File: src/rtl/func_call_pkg.sv
// Shared types and sizing helpers for the add-unit call sequencer.
// Holds the default operand/result bundles and the FIFO level width.
package func_call_pkg;

    localparam int DEF_WIDTH = 1;
    localparam int DEF_DEPTH = 4;

    // Level counts 0..DEPTH inclusive, hence the extra bit.
    localparam int LEVEL_W = $clog2(DEF_DEPTH) + 1;

    typedef struct packed {
        logic [DEF_WIDTH-1:0] a;
        logic [DEF_WIDTH-1:0] b;
    } pair_t;

    typedef struct packed {
        logic                 carry;
        logic [DEF_WIDTH-1:0] sum;
    } result_t;

    function automatic int level_width(input int depth);
        return $clog2(depth) + 1;
    endfunction

endpackage

File: src/rtl/func_add_unit.sv
// Combinational two-operand add function body: sum = (a+b) mod 2^WIDTH.
// Ports: a, b (WIDTH) in; sum (WIDTH), carry (1) out.
module func_add_unit #(
    parameter int WIDTH = 1
) (
    input  logic [WIDTH-1:0] a,
    input  logic [WIDTH-1:0] b,
    output logic [WIDTH-1:0] sum,
    output logic             carry
);

    assign {carry, sum} = {1'b0, a} + {1'b0, b};

endmodule

File: src/rtl/func_call_sequencer.sv
// Operand FIFO feeding an add unit, with a registered valid/ready result.
// Ports: clk, rst_n; in_valid/in_ready/in_a/in_b; out_valid/out_ready/
// out_sum/out_carry; call_count (saturating); fifo_level (occupancy).
module func_call_sequencer
    import func_call_pkg::*;
#(
    parameter int WIDTH = 1,
    parameter int DEPTH = 4,
    parameter int CNT_W = 8
) (
    input  logic                          clk,
    input  logic                          rst_n,
    input  logic                          in_valid,
    output logic                          in_ready,
    input  logic [WIDTH-1:0]              in_a,
    input  logic [WIDTH-1:0]              in_b,
    output logic                          out_valid,
    input  logic                          out_ready,
    output logic [WIDTH-1:0]              out_sum,
    output logic                          out_carry,
    output logic [CNT_W-1:0]              call_count,
    output logic [level_width(DEPTH)-1:0] fifo_level
);

    localparam int LW = level_width(DEPTH);
    localparam int PW = $clog2(DEPTH);

    typedef struct packed {
        logic [WIDTH-1:0] a;
        logic [WIDTH-1:0] b;
    } op_pair_t;

    op_pair_t         r_mem [DEPTH];
    logic [PW-1:0]    r_wptr;
    logic [PW-1:0]    r_rptr;
    logic [LW-1:0]    r_level;
    logic             r_valid;
    logic [WIDTH-1:0] r_sum;
    logic             r_carry;
    logic [CNT_W-1:0] r_cnt;

    logic             w_push;
    logic             w_pop;
    logic             w_fire;
    op_pair_t         w_head;
    logic [WIDTH-1:0] w_sum;
    logic             w_carry;

    // Ready depends only on the registered level, never on a same-cycle pop.
    assign in_ready = (r_level < LW'(DEPTH));
    assign w_push   = in_valid && in_ready;
    assign w_fire   = r_valid && out_ready;
    assign w_pop    = (r_level != '0) && (!r_valid || out_ready);
    assign w_head   = r_mem[r_rptr];

    func_add_unit #(.WIDTH(WIDTH)) u_add (
        .a     (w_head.a),
        .b     (w_head.b),
        .sum   (w_sum),
        .carry (w_carry)
    );

    // Storage needs no reset: an entry is only read once the level says so.
    always_ff @(posedge clk) begin
        if (w_push) begin
            r_mem[r_wptr] <= '{a: in_a, b: in_b};
        end
    end

    always_ff @(posedge clk or negedge rst_n) begin
        if (!rst_n) begin
            r_wptr  <= '0;
            r_rptr  <= '0;
            r_level <= '0;
        end else begin
            if (w_push) r_wptr <= r_wptr + 1'b1;
            if (w_pop)  r_rptr <= r_rptr + 1'b1;
            unique case ({w_push, w_pop})
                2'b10:   r_level <= r_level + 1'b1;
                2'b01:   r_level <= r_level - 1'b1;
                default: r_level <= r_level;
            endcase
        end
    end

    // Drain clears valid only; sum/carry keep the last result.
    always_ff @(posedge clk or negedge rst_n) begin
        if (!rst_n) begin
            r_valid <= 1'b0;
            r_sum   <= '0;
            r_carry <= 1'b0;
        end else if (w_pop) begin
            r_valid <= 1'b1;
            r_sum   <= w_sum;
            r_carry <= w_carry;
        end else if (w_fire) begin
            r_valid <= 1'b0;
        end
    end

    always_ff @(posedge clk or negedge rst_n) begin
        if (!rst_n) begin
            r_cnt <= '0;
        end else if (w_fire && (r_cnt != '1)) begin
            r_cnt <= r_cnt + 1'b1;
        end
    end

    assign out_valid  = r_valid;
    assign out_sum    = r_sum;
    assign out_carry  = r_carry;
    assign call_count = r_cnt;
    assign fifo_level = r_level;

endmodule

File: config.mk
export PLATFORM = sky130hd
export DESIGN_NAME = func_call_sequencer
export DESIGN_NICKNAME = d
export VERILOG_FILES = /design/src/rtl/func_call_pkg.sv /design/src/rtl/func_add_unit.sv /design/src/rtl/func_call_sequencer.sv
export SDC_FILE = /design/constraint.sdc
export NUM_CORES = 1
export LEC_CHECK = 0
export CAP_MARGIN = 5
export CORE_UTILIZATION = 60
export DETAILED_ROUTE_END_ITERATION = 10
export DONT_BUFFER_PORTS = 1
export PLACE_DENSITY = 0.77
export SKIP_LAST_GASP = 1
export SLEW_MARGIN = 30
export SYNTH_ARGS = -nofsm -noshare
export SYNTH_HDL_FRONTEND = slang
export SYNTH_HIERARCHICAL = 1
export SYNTH_SLANG_ARGS = --single-unit
File: constraint.sdc
create_clock -name clk -period 1.97 [get_ports clk]
set_input_delay 0.2955 -clock clk [delete_from_list [all_inputs] [get_ports clk]]
set_output_delay 0.2955 -clock clk [all_outputs]
set_load 0.005 [all_outputs]
# After elaboration in Yosys (flattened, before gate mapping)
# Memory sizes are Yosys's and may differ from the RTL's.
# Cells that the tools add are included.
[totals]
register_bits = 18
ram_bits = 8
inputBits = 6
output_inout_bits = 15
wordCells = 32
n_memories = 1
[op_classes]
add_sub_neg = 6
n_lt_le_gt_ge = 1
eq_ne = 3
mux = 5
n_reduce_logical = 9
[mem_list]
columns = ["name", "words", "word_bits", "rd", "rd_clocked_by_memory_dff", "wr", "line_no", "rtl"]
rows = [
  ["r_mem", 4, 2, 1, 0, 1, "func_call_sequencer.sv:33", "op_pair_t r_mem [DEPTH];"],
]
[op_table]
columns = ["op", "count"]
rows = [
  ["$add A8 B1 Y8 const B", 1],
  ["$ne A8 B8 Y1 const B", 1],
  ["$pmux W3 S2", 1],
  ["$add A2 B1 Y2 const B", 2],
  ["$logic_and A1 B1 Y1", 4],
  ["$mux W1", 4],
  ["$reduce_bool A2 Y1", 2],
  ["$add A3 B1 Y3 const B", 1],
  ["$lt A3 B3 Y1 const B", 1],
  ["$reduce_bool A3 Y1", 1],
  ["$sub A3 B1 Y3 const B", 1],
  ["$add A1 B1 Y2", 1],
  ["$eq A2 B1 Y1 const B", 1],
  ["$eq A2 B2 Y1 const B", 1],
  ["$logic_not A1 Y1", 1],
  ["$logic_or A1 B1 Y1", 1],
]

# Logic depth before layout (Yosys ltp)
[depth]
word_depth = 5
depth_mapped = 9
mapped_depth_nobuf = 8

# Cells and area by module
# The synthesis kept the hierarchy.
[by_module_without_submodules]
columns = ["module", "n_inst", "cells_each", "area_per_inst_um2", "seq_area_each_um2"]
rows = [
  ["func_call_sequencer", 1, 93, 1204.9, 690.7],
  ["func_add_unit", 1, 1, 12.5, 0.0],
]

# Worst setup path before layout
# Ideal clock, no wire load.
[synth_path]
kind = "register to register"
from = "reg r_level[0], in the netlist fifo_level[0]"
to = "reg r_level[2], in the netlist fifo_level[2]"
setup_time_ns = 0.080
arrival_time_ns = 1.666
required_time_ns = 1.890
slack_ns = 0.224
path_stages_with_launch = 9
n_path_buf = 0
synth_period_minus_slack_ns = 1.746
path_cell_list = "dfrtp_1 nor3_1 a21oi_2 ha_1 inv_1 fa_1 xor2_1 nor2_1 xnor2_1"
[synth_between]
elab_chain_len = 4
word_cells_on_any_way = 10
classes_between = "2 x add/sub; 1 x order compare; 2 x eq/ne; 1 x mux; 4 x reduce/logical"
[synth_lines]
columns = ["element", "line_no", "rtl"]
rows = [
  ["start, declared", "func_call_sequencer.sv:36", "logic [LW-1:0] r_level;"],
  ["start signal, assigned", "func_call_sequencer.sv:79", "2'b10: r_level <= r_level + 1'b1;"],
  ["start signal, assigned", "func_call_sequencer.sv:80", "2'b01: r_level <= r_level - 1'b1;"],
  ["start signal, assigned", "func_call_sequencer.sv:81", "default: r_level <= r_level;"],
  ["$reduce_bool A3 Y1 (*)", "func_call_sequencer.sv:53", "assign w_pop = (r_level != '0) && (!r_valid || out_ready);"],
  ["$logic_and A1 B1 Y1 (*)", "func_call_sequencer.sv:53", ""],
  ["named net w_pop", "func_call_sequencer.sv:43", "logic w_pop;"],
  ["$eq A2 B1 Y1 / $eq A2 B2 Y1 (equally long branches)", "func_call_sequencer.sv:78", "unique case ({w_push, w_pop})"],
  ["$pmux W3 S2 / $reduce_bool A2 Y1 (equally long branches)", "--", ""],
]
# The timed path passes the listed nets; every way through them passes the cells marked *.
# A chain may end at the register's enable or synchronous reset.

# Final worst setup path
# Ends and elaborated chain as after synthesis.

==> key figures <==
Clocking
  • CTS tree: built
  • Clk sinks: 26
  • H-tree depth: 1
  • Clock Path Buffers: 2
  • Clk_lat worst skew: 0.31 ns
  • Resize count post-CTS: 0
  • CTS root buf: clkbuf_4
  • Postcts setup bufs: 0
  • Clock Pin Slew Worst Setup and Hold Paths: 0.13 ns
  • CTS Buf Count: 3

Timing
  • Pins Over Slew Limit: 0
  • FMAX: ~560 MHz
  • Min Tclk post-route: 1.78 ns
  • Period utilization: 0.905
  • RSZ-0062 raised after global routing: false
  • Hold Slack: 0.0746 ns
  • Final Hold Fails: 0
  • Post-route setup slack: 0.188 ns
  • Skew final: 0.00537 ns
  • Worst-margin pin slew: 0.828 ns
  • Setup violations, final: 0
  • Rel. slew slack: 0.446
  • TNS Setup: 0 ns

Worst setup path
  • Worst reg2reg startpoint: fifo_level[0]$_DFFE_PN0P_
  • CP cell instances: nor3_1 > a21oi_2 > ha_1 > inv_1 > fa_1 > xor2_1 > nor2_1 > xnor2_1
  • Crit-path slowest cell: dfrtp_1
  • Slowest stage delay, CP: 0.44 ns
  • Buf+Inv Stages, Crit Path: 1
  • Crit path kind: reg2reg
  • FF-to-FF setup slack: 0.19 ns
  • RR Endpoint: fifo_level[2]$_DFFE_PN0P_
  • Reg2reg path depth: 8
  • Top Family by Delay on Critical Path: adder cells
  • Critical Path RT: 2.21 ns
  • Critical Path Start Type: flip-flop
  • Critical Path End Type: flip-flop
  • Crit path arrival time: 2.02 ns
  • Worst-path fanout max: 4

Logic synthesis
  • Synthesized area: 0.00122 sq mm
  • Synthesized area per cell: roughly 13 sq um
  • Yosys warnings: 6
  • Post-synthesis instance total: 94
  • Sequential area share after synthesis: 0.567
  • Cell variety after synth: 27
  • Register bit total from synthesis: 26
  • Mapped Nets: 108

Power and ir drop
  • Largest vdd supply drop: 0.000945 V
  • Sequential share of power: 0.537
  • Switching share of power: 0.359
  • Internal power: 1.16 mW
  • Comb power frac: 0.340
  • P_sw: 646 uW
  • Clock network power share: 0.123
  • Pwr dens: between 1000 and 1500 mW/mm^2
  • Static Leak: about 0.55 nW

Floorplan
  • Ports: 21
  • Chip width: approximately 47 microns
  • Standard-cell rows: 15
  • Die extent in y: 47.0 microns
  • Core region area: around 0.0018 sq mm
  • Die area: 0.00221 sq mm
  • Initial core utilization: 0.669

Place
  • DP Wirelength: 1300 microns
  • Port buffer count: 0
  • Setup WS pre-CTS: 0.216 ns
  • Post-DP Area: roughly 0.0013 sq mm
  • Total placed cells including tap cells: 120
  • Routability cong.: 0.688

Cells and area
  • Cell area after layout: between 0.001 and 0.0015 sq mm
  • Ratio of cells with drive above 1 in the final layout: 0.150
  • Non-Filler Instances: roughly 130
  • Diodes inserted: 0
  • Syn-to-layout area delta: 6.47%
  • # nets final: approximately 120
  • Fillers: 131

Worst hold path
  • Worst hold endpoint: out_valid$_DFFE_PN0P_
  • Hold_sp: out_ready
  • Hold Path Depth: 1
  • Hold Crit Class: in2reg

Status
  • Outcome: finished clean

Drt
  • # DRC: 0
  • Antenna viol nets, final: 0
  • Routed WL: 1700 microns
  • DR vias: 666
  • Wire per inst: 13.6 microns
  • First-pass DRT Iterations: 4
  • 1st-iter DRT viols: 12
  • Drt via density: 5.33

Global routing
  • Largest net degree at the start of global routing: 19
  • Grt ovf: 0
  • Initial antenna violation count: 0
  • GRT Total Usage: 0.184
  • Vias in the first global route: 627
  • First-pass GRT wire length: around 2700 microns

Job
  • Max cap viols: 0
[final cells by class]
cell class / count / area [sq um] / area share
flip-flops and latches: 26 / 691 / 0.533
clock buffers: 4 / 26.3 / 0.0203
inverters: 10 / 37.5 / 0.0290
repair buffers: 3 / 25.0 / 0.0193
well taps: 25 / 31.3 / 0.0241
multi-input cells: 57 / 485 / 0.375
[sequential cells by signal, summed over array words and instances (netlist names)]
name	cells
call_count	8
fifo_level	3
out_carry	1
out_sum	1
out_valid	1
r_mem	8
r_rptr	2
r_wptr	2
[metrics by stage]
step                      total power [mW]  utilization
after floorplan                       1.44            -
after global placement                1.56        0.692
after detailed placement              1.59        0.692
after CTS                             1.83        0.712
after global routing                  1.95        0.712
final                                 1.80        0.712
[worst max path at each step]
stage	startpoint	end	slack [ns]	cells after the start
after floorplan	fifo_level[0]$_DFFE_PN0P_	fifo_level[2]$_DFFE_PN0P_	0.22	8
after global routing	fifo_level[0]$_DFFE_PN0P_	fifo_level[2]$_DFFE_PN0P_	0.03	8
after detailed placement	fifo_level[0]$_DFFE_PN0P_	fifo_level[2]$_DFFE_PN0P_	0.22	8
after CTS	fifo_level[0]$_DFFE_PN0P_	fifo_level[2]$_DFFE_PN0P_	0.17	8
after global placement	fifo_level[0]$_DFFE_PN0P_	fifo_level[2]$_DFFE_PN0P_	0.29	8
final	fifo_level[0]$_DFFE_PN0P_	fifo_level[2]$_DFFE_PN0P_	0.19	8
[power by group through the flow]
| stage | registers [mW] | clock network, mW | logic (mW) |
|---|---|---|---|
| after detailed placement | 0.985 | 0 | 0.609 |
| after CTS | 0.973 | 0.231 | 0.622 |
| after global routing | 1.00 | 0.250 | 0.702 |
| after floorplan | 0.935 | 0 | 0.510 |
| after global placement | 0.975 | 0 | 0.583 |
| final | 0.968 | 0.222 | 0.612 |
[cells in the mapped netlist]
master	instances	share of area
xnor2_1	6	0.043
or2_1	1	0.0051
mux4_2	2	0.037
inv_2	2	0.0062
fa_1	1	0.016
a21oi_2	1	0.0072
mux2_1	3	0.028
nand3_1	2	0.0082
nand2_1	6	0.018
and2_1	5	0.026
ha_1	7	0.072
mux2_2	2	0.018
xor2_1	4	0.029
a21oi_1	2	0.0082
nand4_1	3	0.015
nor2_1	4	0.012
o21ai_0	2	0.0082
clkbuf_1	1	0.0031
nor3_4	1	0.013
inv_1	8	0.025
edfxtp_1	8	0.20
nor3_1	1	0.0041
mux2i_1	1	0.0082
nor2b_1	1	0.0051
o21ai_2	1	0.0072
nor3_2	1	0.0082
dfrtp_1	18	0.37
[cells by family after synthesis]
logic type / share of synthesized area
and+or+nand+nor: 0.116
DFF: 0.567
AOI/OAI and AO/OA: 0.0308
buffers and inverters: 0.0339
muxes: 0.0915
adders and majority gates: 0.0884
xor gates and xnor gates: 0.0719
[repair_timing]
action                                  in CTS  in global routing
endpoints found under the setup margin       0                  0
hold endpoints to repair                    18                  0
hold buffers                                 1                  0
[cells in the final DEF (no fill, tap or decap), drive strengths merged, types with 3 or more instances in the layout]
master and count:
a21oi 3, and2 5, clkbuf 4, dfrtp 18, edfxtp 8, ha 7, inv 10, mux2 5
nand2 6, nand4 3, nor2 4, nor3 3, o21ai 3, xnor2 6, xor2 4
[layer usage]
metal,share of wire,vias to the layer above,track usage
met4,0.0071,0,0.0857
met1,0.48,318,0.248
met5,0,-,0
met3,0.038,2,0.0577
met2,0.47,16,0.275
li1,-,330,-
[worst register-to-register path: stages, from the launching register on]
cell,delay [ns]
dfrtp_1,0.44
nor3_1,0.10
a21oi_2,0.15
ha_1,0.21
inv_1,0.06
fa_1,0.37
xor2_1,0.15
nor2_1,0.11
xnor2_1,0.12
No activity file was read; power rests on OpenSTA's default activity.
